## config.mk

```make
export PLATFORM = sky130hd
export DESIGN_NAME = morph_frame_ctrl
export DESIGN_NICKNAME = d
export VERILOG_FILES = /design/src/rtl/morph_frame_ctrl.sv
export SDC_FILE = /design/constraint.sdc
export NUM_CORES = 1
export LEC_CHECK = 0
export BUFFER_PORTS_ARGS = -buffer_cell sky130_fd_sc_hd__buf_2
export CAP_MARGIN = 15
export CORE_UTILIZATION = 45
export DETAILED_ROUTE_END_ITERATION = 6
export GPL_TIMING_DRIVEN = 0
export PLACE_DENSITY_LB_ADDON = 0.15
export SYNTH_ARGS = -nofsm -noshare
export SYNTH_HDL_FRONTEND = slang
export SYNTH_SLANG_ARGS = --single-unit
```

## constraint.sdc

```tcl
create_clock -name clk -period 2.6 [get_ports clk]
set_input_delay 0.39 -clock clk [delete_from_list [all_inputs] [get_ports clk]]
set_output_delay 0.39 -clock clk [all_outputs]
set_load 0.005 [all_outputs]
```

## src/rtl/morph_frame_ctrl.sv

```systemverilog
// Frame-level controller for the binary morphology pipeline.
// Tracks frame/line position from video timing, flags 3x3-window border
// pixels, latches the morphology mode at frame boundaries and checks the
// incoming frame geometry against COL x ROW.
module morph_frame_ctrl #(
  parameter int COL = 1024,
  parameter int ROW = 768
) (
  input  logic        clk,
  input  logic        rst,
  input  logic        RGB_de,
  input  logic        RGB_hsync,
  input  logic        RGB_vsync,
  input  logic [1:0]  cfg_mode,
  input  logic        cfg_valid,
  output logic        cfg_ready,
  output logic [1:0]  mode_active,
  output logic        pix_de,
  output logic [10:0] pix_col,
  output logic [9:0]  pix_row,
  output logic        pix_border,
  output logic        frame_start,
  output logic        frame_done,
  output logic        err_line,
  output logic        err_frame,
  output logic [1:0]  dbg_state
);

  typedef enum logic [1:0] {
    WAIT_VS = 2'd0,
    ACTIVE  = 2'd1,
    DONE    = 2'd2
  } state_t;

  localparam logic [10:0] COL_N    = 11'(COL);
  localparam logic [10:0] COL_LAST = 11'(COL - 1);
  localparam logic [9:0]  ROW_N    = 10'(ROW);
  localparam logic [9:0]  ROW_LAST = 10'(ROW - 1);

  // Line sync is carried alongside the pixel stream but not decoded here.
  logic unused_hsync;
  assign unused_hsync = RGB_hsync;

  state_t      state_q, state_d;
  logic        vs_dly_q, vs_dly_d;
  logic        de_dly_q, de_dly_d;
  logic [10:0] x_q, x_d;
  logic [9:0]  y_q, y_d;
  logic [1:0]  pending_q, pending_d;
  logic        pending_full_q, pending_full_d;
  logic [1:0]  mode_active_q, mode_active_d;
  logic        pix_de_q, pix_de_d;
  logic [10:0] pix_col_q, pix_col_d;
  logic [9:0]  pix_row_q, pix_row_d;
  logic        pix_border_q, pix_border_d;
  logic        frame_start_q, frame_start_d;
  logic        frame_done_q, frame_done_d;
  logic        err_line_q, err_line_d;
  logic        err_frame_q, err_frame_d;

  logic        vs_rise;
  logic        de_fall;
  logic        cfg_xfer;
  logic [1:0]  mode_in;
  logic [9:0]  y_inc;
  logic [10:0] x_inc;

  assign vs_rise = RGB_vsync & ~vs_dly_q;
  assign de_fall = ~RGB_de & de_dly_q;

  // Config handshake: a mode transfers on a cycle where cfg_valid and
  // cfg_ready are both high. cfg_ready is high whenever the one-deep pending
  // slot is empty; the slot drains into mode_active only at frame start, so
  // at most one mode change is queued per frame.
  assign cfg_xfer = cfg_valid & ~pending_full_q;
  assign mode_in  = (cfg_mode == 2'd3) ? 2'd0 : cfg_mode;

  // Saturating increments; counters stick at all-ones instead of wrapping.
  assign x_inc = (x_q == 11'h7ff) ? x_q : x_q + 11'd1;
  assign y_inc = (y_q == 10'h3ff) ? y_q : y_q + 10'd1;

  // Next-state, counters, config slot and registered output values.
  always_comb begin
    state_d        = state_q;
    vs_dly_d       = RGB_vsync;
    de_dly_d       = RGB_de;
    x_d            = x_q;
    y_d            = y_q;
    pending_d      = pending_q;
    pending_full_d = pending_full_q;
    mode_active_d  = mode_active_q;
    pix_de_d       = RGB_de;
    pix_col_d      = pix_col_q;
    pix_row_d      = pix_row_q;
    pix_border_d   = 1'b0;
    frame_start_d  = 1'b0;
    frame_done_d   = 1'b0;
    err_line_d     = 1'b0;
    err_frame_d    = 1'b0;

    // A transfer coinciding with frame start goes straight into force.
    if (vs_rise) begin
      if (cfg_xfer) begin
        mode_active_d = mode_in;
      end else if (pending_full_q) begin
        mode_active_d = pending_q;
      end
      pending_full_d = 1'b0;
    end else if (cfg_xfer) begin
      pending_d      = mode_in;
      pending_full_d = 1'b1;
    end

    // Frame start overrides any line end in the same cycle: the partial
    // line is dropped without being counted or length-checked.
    if (vs_rise) begin
      state_d       = ACTIVE;
      frame_start_d = 1'b1;
      err_frame_d   = (state_q == ACTIVE) && (y_q < ROW_N);
      y_d           = 10'd0;
      x_d           = RGB_de ? 11'd1 : 11'd0;
      if (RGB_de) begin
        pix_col_d    = 11'd0;
        pix_row_d    = 10'd0;
        pix_border_d = 1'b1;
      end
    end else begin
      case (state_q)
        ACTIVE: begin
          if (RGB_de) begin
            pix_col_d    = x_q;
            pix_row_d    = y_q;
            pix_border_d = (x_q == 11'd0) || (x_q == COL_LAST) ||
                           (y_q == 10'd0) || (y_q == ROW_LAST);
            x_d          = x_inc;
          end
          if (de_fall) begin
            x_d        = 11'd0;
            y_d        = y_inc;
            err_line_d = (x_q != COL_N);
            if (y_inc == ROW_N) begin
              frame_done_d = 1'b1;
              state_d      = DONE;
            end
          end
        end
        DONE: begin
          if (de_fall) begin
            err_frame_d = 1'b1;
          end
        end
        default: begin
        end
      endcase
    end
  end

  // State and output registers with synchronous reset.
  always_ff @(posedge clk) begin
    if (rst) begin
      state_q        <= WAIT_VS;
      vs_dly_q       <= 1'b0;
      de_dly_q       <= 1'b0;
      x_q            <= 11'd0;
      y_q            <= 10'd0;
      pending_q      <= 2'd0;
      pending_full_q <= 1'b0;
      mode_active_q  <= 2'd0;
      pix_de_q       <= 1'b0;
      pix_col_q      <= 11'd0;
      pix_row_q      <= 10'd0;
      pix_border_q   <= 1'b0;
      frame_start_q  <= 1'b0;
      frame_done_q   <= 1'b0;
      err_line_q     <= 1'b0;
      err_frame_q    <= 1'b0;
    end else begin
      state_q        <= state_d;
      vs_dly_q       <= vs_dly_d;
      de_dly_q       <= de_dly_d;
      x_q            <= x_d;
      y_q            <= y_d;
      pending_q      <= pending_d;
      pending_full_q <= pending_full_d;
      mode_active_q  <= mode_active_d;
      pix_de_q       <= pix_de_d;
      pix_col_q      <= pix_col_d;
      pix_row_q      <= pix_row_d;
      pix_border_q   <= pix_border_d;
      frame_start_q  <= frame_start_d;
      frame_done_q   <= frame_done_d;
      err_line_q     <= err_line_d;
      err_frame_q    <= err_frame_d;
    end
  end

  assign cfg_ready   = ~pending_full_q;
  assign mode_active = mode_active_q;
  assign pix_de      = pix_de_q;
  assign pix_col     = pix_col_q;
  assign pix_row     = pix_row_q;
  assign pix_border  = pix_border_q;
  assign frame_start = frame_start_q;
  assign frame_done  = frame_done_q;
  assign err_line    = err_line_q;
  assign err_frame   = err_frame_q;
  assign dbg_state   = state_q;

endmodule

```

==> key figures <==
Status
  – Status: complete, no violations

STA
  – Setup Skew: 9.338 ps
  – Post-route clock period utilization: about four fifths
  – Slew headroom: approximately two thirds
  – RSZ-0062 raised after global routing: no
  – Worst setup margin: approximately 530 ps
  – Max Slew Vio Count: 0
  – Hold Vio Cnt, Final: 0
  – Worst slew pin tran: about 520 ps
  – Fin crit period: 2073 ps
  – Endpoints failing setup: 0
  – Post-Route Setup TNS: 0 ps
  – Achievable frequency: around 480 MHz

Clocking
  – Clock root buffer: clkbuf_8
  – Post-CTS Setup Inserts: 0
  – Depth of the CTS H-tree: 2
  – Worst-path clk slew: approximately 100 ps
  – Resized cells post-CTS: 0
  – CTS sink cnt: 56
  – Num CTS Buffers: 5
  – Maximum clock path buffer count: 2
  – Post-cts hold buffer count: 0
  – CTS tree: built
  – Clock Latency Late Sink: 310 ps

Yosys
  – Async set-reset flop share out of synthesis: 0%
  – Ys flop type: dfxtp_1
  – Synth area leader: dfxtp_1
  – Syn nets: roughly 290
  – Synth Instances: 274
  – Most frequent cell after synthesis: dfxtp_1
  – Post-Synthesis Cell Area: 0.002497 mm^2
  – Synth cell count leaders: dfxtp_1 (56), nor2_1 (31), a22o_1 (21), nand2_1 (16), nand3_1 (14)
  – Seq/Total Area, Yosys: 44.89%
  – Yosys reg bits: 56
  – EDFF count, synth: 0
  – Synth area leaders: dfxtp_1 (45%), a22o_1 (7.4%), nor2_1 (4.7%)
  – Cell variety after synth: between 50 and 60
  – Synth top area share: approximately 45%
  – Syn_area_per_cell: 9.115 um^2
  – Syn. warnings: 0

Placement
  – IO buf count: 38
  – RD Place Congestion: between 0.8 and 0.9
  – DP Wirelength: a little over 4000 um
  – Dpl cell area: 0.002775 mm^2
  – Worst slack at placement: approximately 430 ps

Floorplanning
  – DIE HEIGHT: about 76 um
  – Core outline area: approximately 0.0052 mm^2
  – Die footprint: 0.005851 mm^2
  – Initial core utilization: between 40 and 50%
  – Ports: 40
  – Std cell rows: 26
  – Die W: ~76 um

GRT
  – Gr usage total: between 20% and 30%
  – First-pass GRT wire length: approximately 9600 um
  – Largest net degree at the start of global routing: 16
  – Global route overflow: 0
  – Vias in the first global route: about 2000
  – Initial antenna violation count: 0

Drt
  – Drt drc: 0
  – Via count: between 2000 and 2500
  – Via density: around 5.5
  – Post-Route WL: about 5600 um
  – Antenna-violating nets left: 0
  – Initial drt markers: between 100 and 150
  – Pre-antenna DRT Iters: 4
  – WL/cell: roughly 14 um

Worst setup path
  – CP max stage cell: or4_1
  – WP data arrival: roughly 2300 ps
  – Required time of the critical path: ~2800 ps
  – Crit start category: register
  – CP Capture Type: register
  – CP Class: reg2reg
  – CP max stage delay: between 500 and 600 ps
  – Worst Path Max Fanout: 7
  – Worst-path cell chain: inv_1 -> ha_1 -> or4_1 -> nor4_2 -> o22ai_1

Job
  – Maxcap violations: 0

Cells and area
  – Layout cells sized above 1: 19.44%
  – Post-route cell area: roughly 0.0029 mm^2
  – Ant. Diodes: 0
  – Fillers: 520
  – Area taken by multi-input logic gates: 0.001259 mm^2
  – Reg area: 0.001121 mm^2
  – Area Overhead vs Synth: 14.98%
  – Layout Nets: roughly 330
  – Final core utilization: 54.83%

Power
  – Worst vdd ir: 0.2598 mV
  – PD cells: approximately 520 mW/mm^2
  – Total power: ~1500 uW
  – Leak pwr: 0.001185 uW

Hold path
  – Worst min-delay path class: in2reg
## cell usage in the layout, fill, tap and decap left out, types with 2 or more instances in the layout
| cell | instances |
|---|---|
| nand2_1 | 16 |
| o21ai_0 | 6 |
| a21oi_1 | 11 |
| a21o_1 | 3 |
| a311oi_1 | 5 |
| xnor2_1 | 5 |
| ha_1 | 4 |
| nor2b_1 | 7 |
| or4_1 | 2 |
| a22o_1 | 21 |
| nor3_1 | 5 |
| clkbuf_8 | 7 |
| and3_1 | 7 |
| inv_1 | 7 |
| nand4_1 | 4 |
| nor2_1 | 31 |
| mux2i_1 | 4 |
| nand3_1 | 14 |
| o21a_1 | 2 |
| nor4_1 | 2 |
| dfxtp_1 | 56 |
| nand2b_1 | 2 |
| and4_1 | 4 |
| clkbuf_1 | 10 |
| buf_2 | 45 |
| a211oi_1 | 5 |
| xor2_1 | 3 |
| and2_1 | 5 |
| nand4b_1 | 2 |
## metrics by stage
step / cells / hold slack, ps
6_report: 389 / 305.6
5_1_grt: 389 / 319.6
4_1_cts: 389 / 301.4
3_5_place_dp: 382 / 454.7
3_3_place_gp: 382 / 451.3
2_1_floorplan: 274 / 459.6
## critical path: cells and delay by family (launching register included)
family / cells / cell delay, ps
fa+ha+maj: 1 / 310
simple gates: 2 / 930
buf+inv: 1 / 90
flops: 1 / 490
compound gates: 1 / 140
## cell type report
class                   count  share of cell area [%]
flip-flops and latches     56                   39.04
plain buffers              19                   3.181
well taps                  70                   3.050
inverters                   7                  0.9150
repair buffers             38                   6.623
clock buffers               7                   3.355
multi-input cells         192                   43.83
## final timing paths
check | startpoint | to | slack, ps | cells after the start
max | y_q[0] | dbg_state[0] | 530 | 5
min | cfg_valid | pending_full_q | 310 | 3
max reg2reg | y_q[0] | dbg_state[0] | 530 | 5
min reg2reg | pix_col[5] | pix_col[5] | 480 | 1
## kinds of logic after synthesis
family          share of synthesized area (%)
compound gates                          19.84
xor+xnor                                2.806
fa+ha+maj                               2.004
buf+inv                                 4.710
flops                                   44.89
mux                                     1.603
simple gates                            24.15
## flip-flops by register name, indices dropped and copies added (netlist names)
register	cells
pix_col	11
x_q	11
pix_row	10
y_q	10
dbg_state	2
mode_active	2
pending_q	2
err_frame	1
err_line	1
frame_done	1
frame_start	1
pending_full_q	1
pix_border	1
pix_de	1
vs_dly_q	1
## metal layers
metal | routed length [um] | share of wire, % | global-route usage (%)
met5 | 0 | 0 | 0
met3 | 196 | 3.5 | 3.713
met4 | 63 | 1.1 | 6.346
met1 | 2689 | 48 | 25.44
met2 | 2687 | 48 | 35.32
## power by group
group	leakage (uW)	internal [uW]	switching, uW
clock	0.0000503	238	263
sequential	0.000453	869	10.7
combinational	0.000682	37.1	69.2
(Power assumes the default switching activity.)
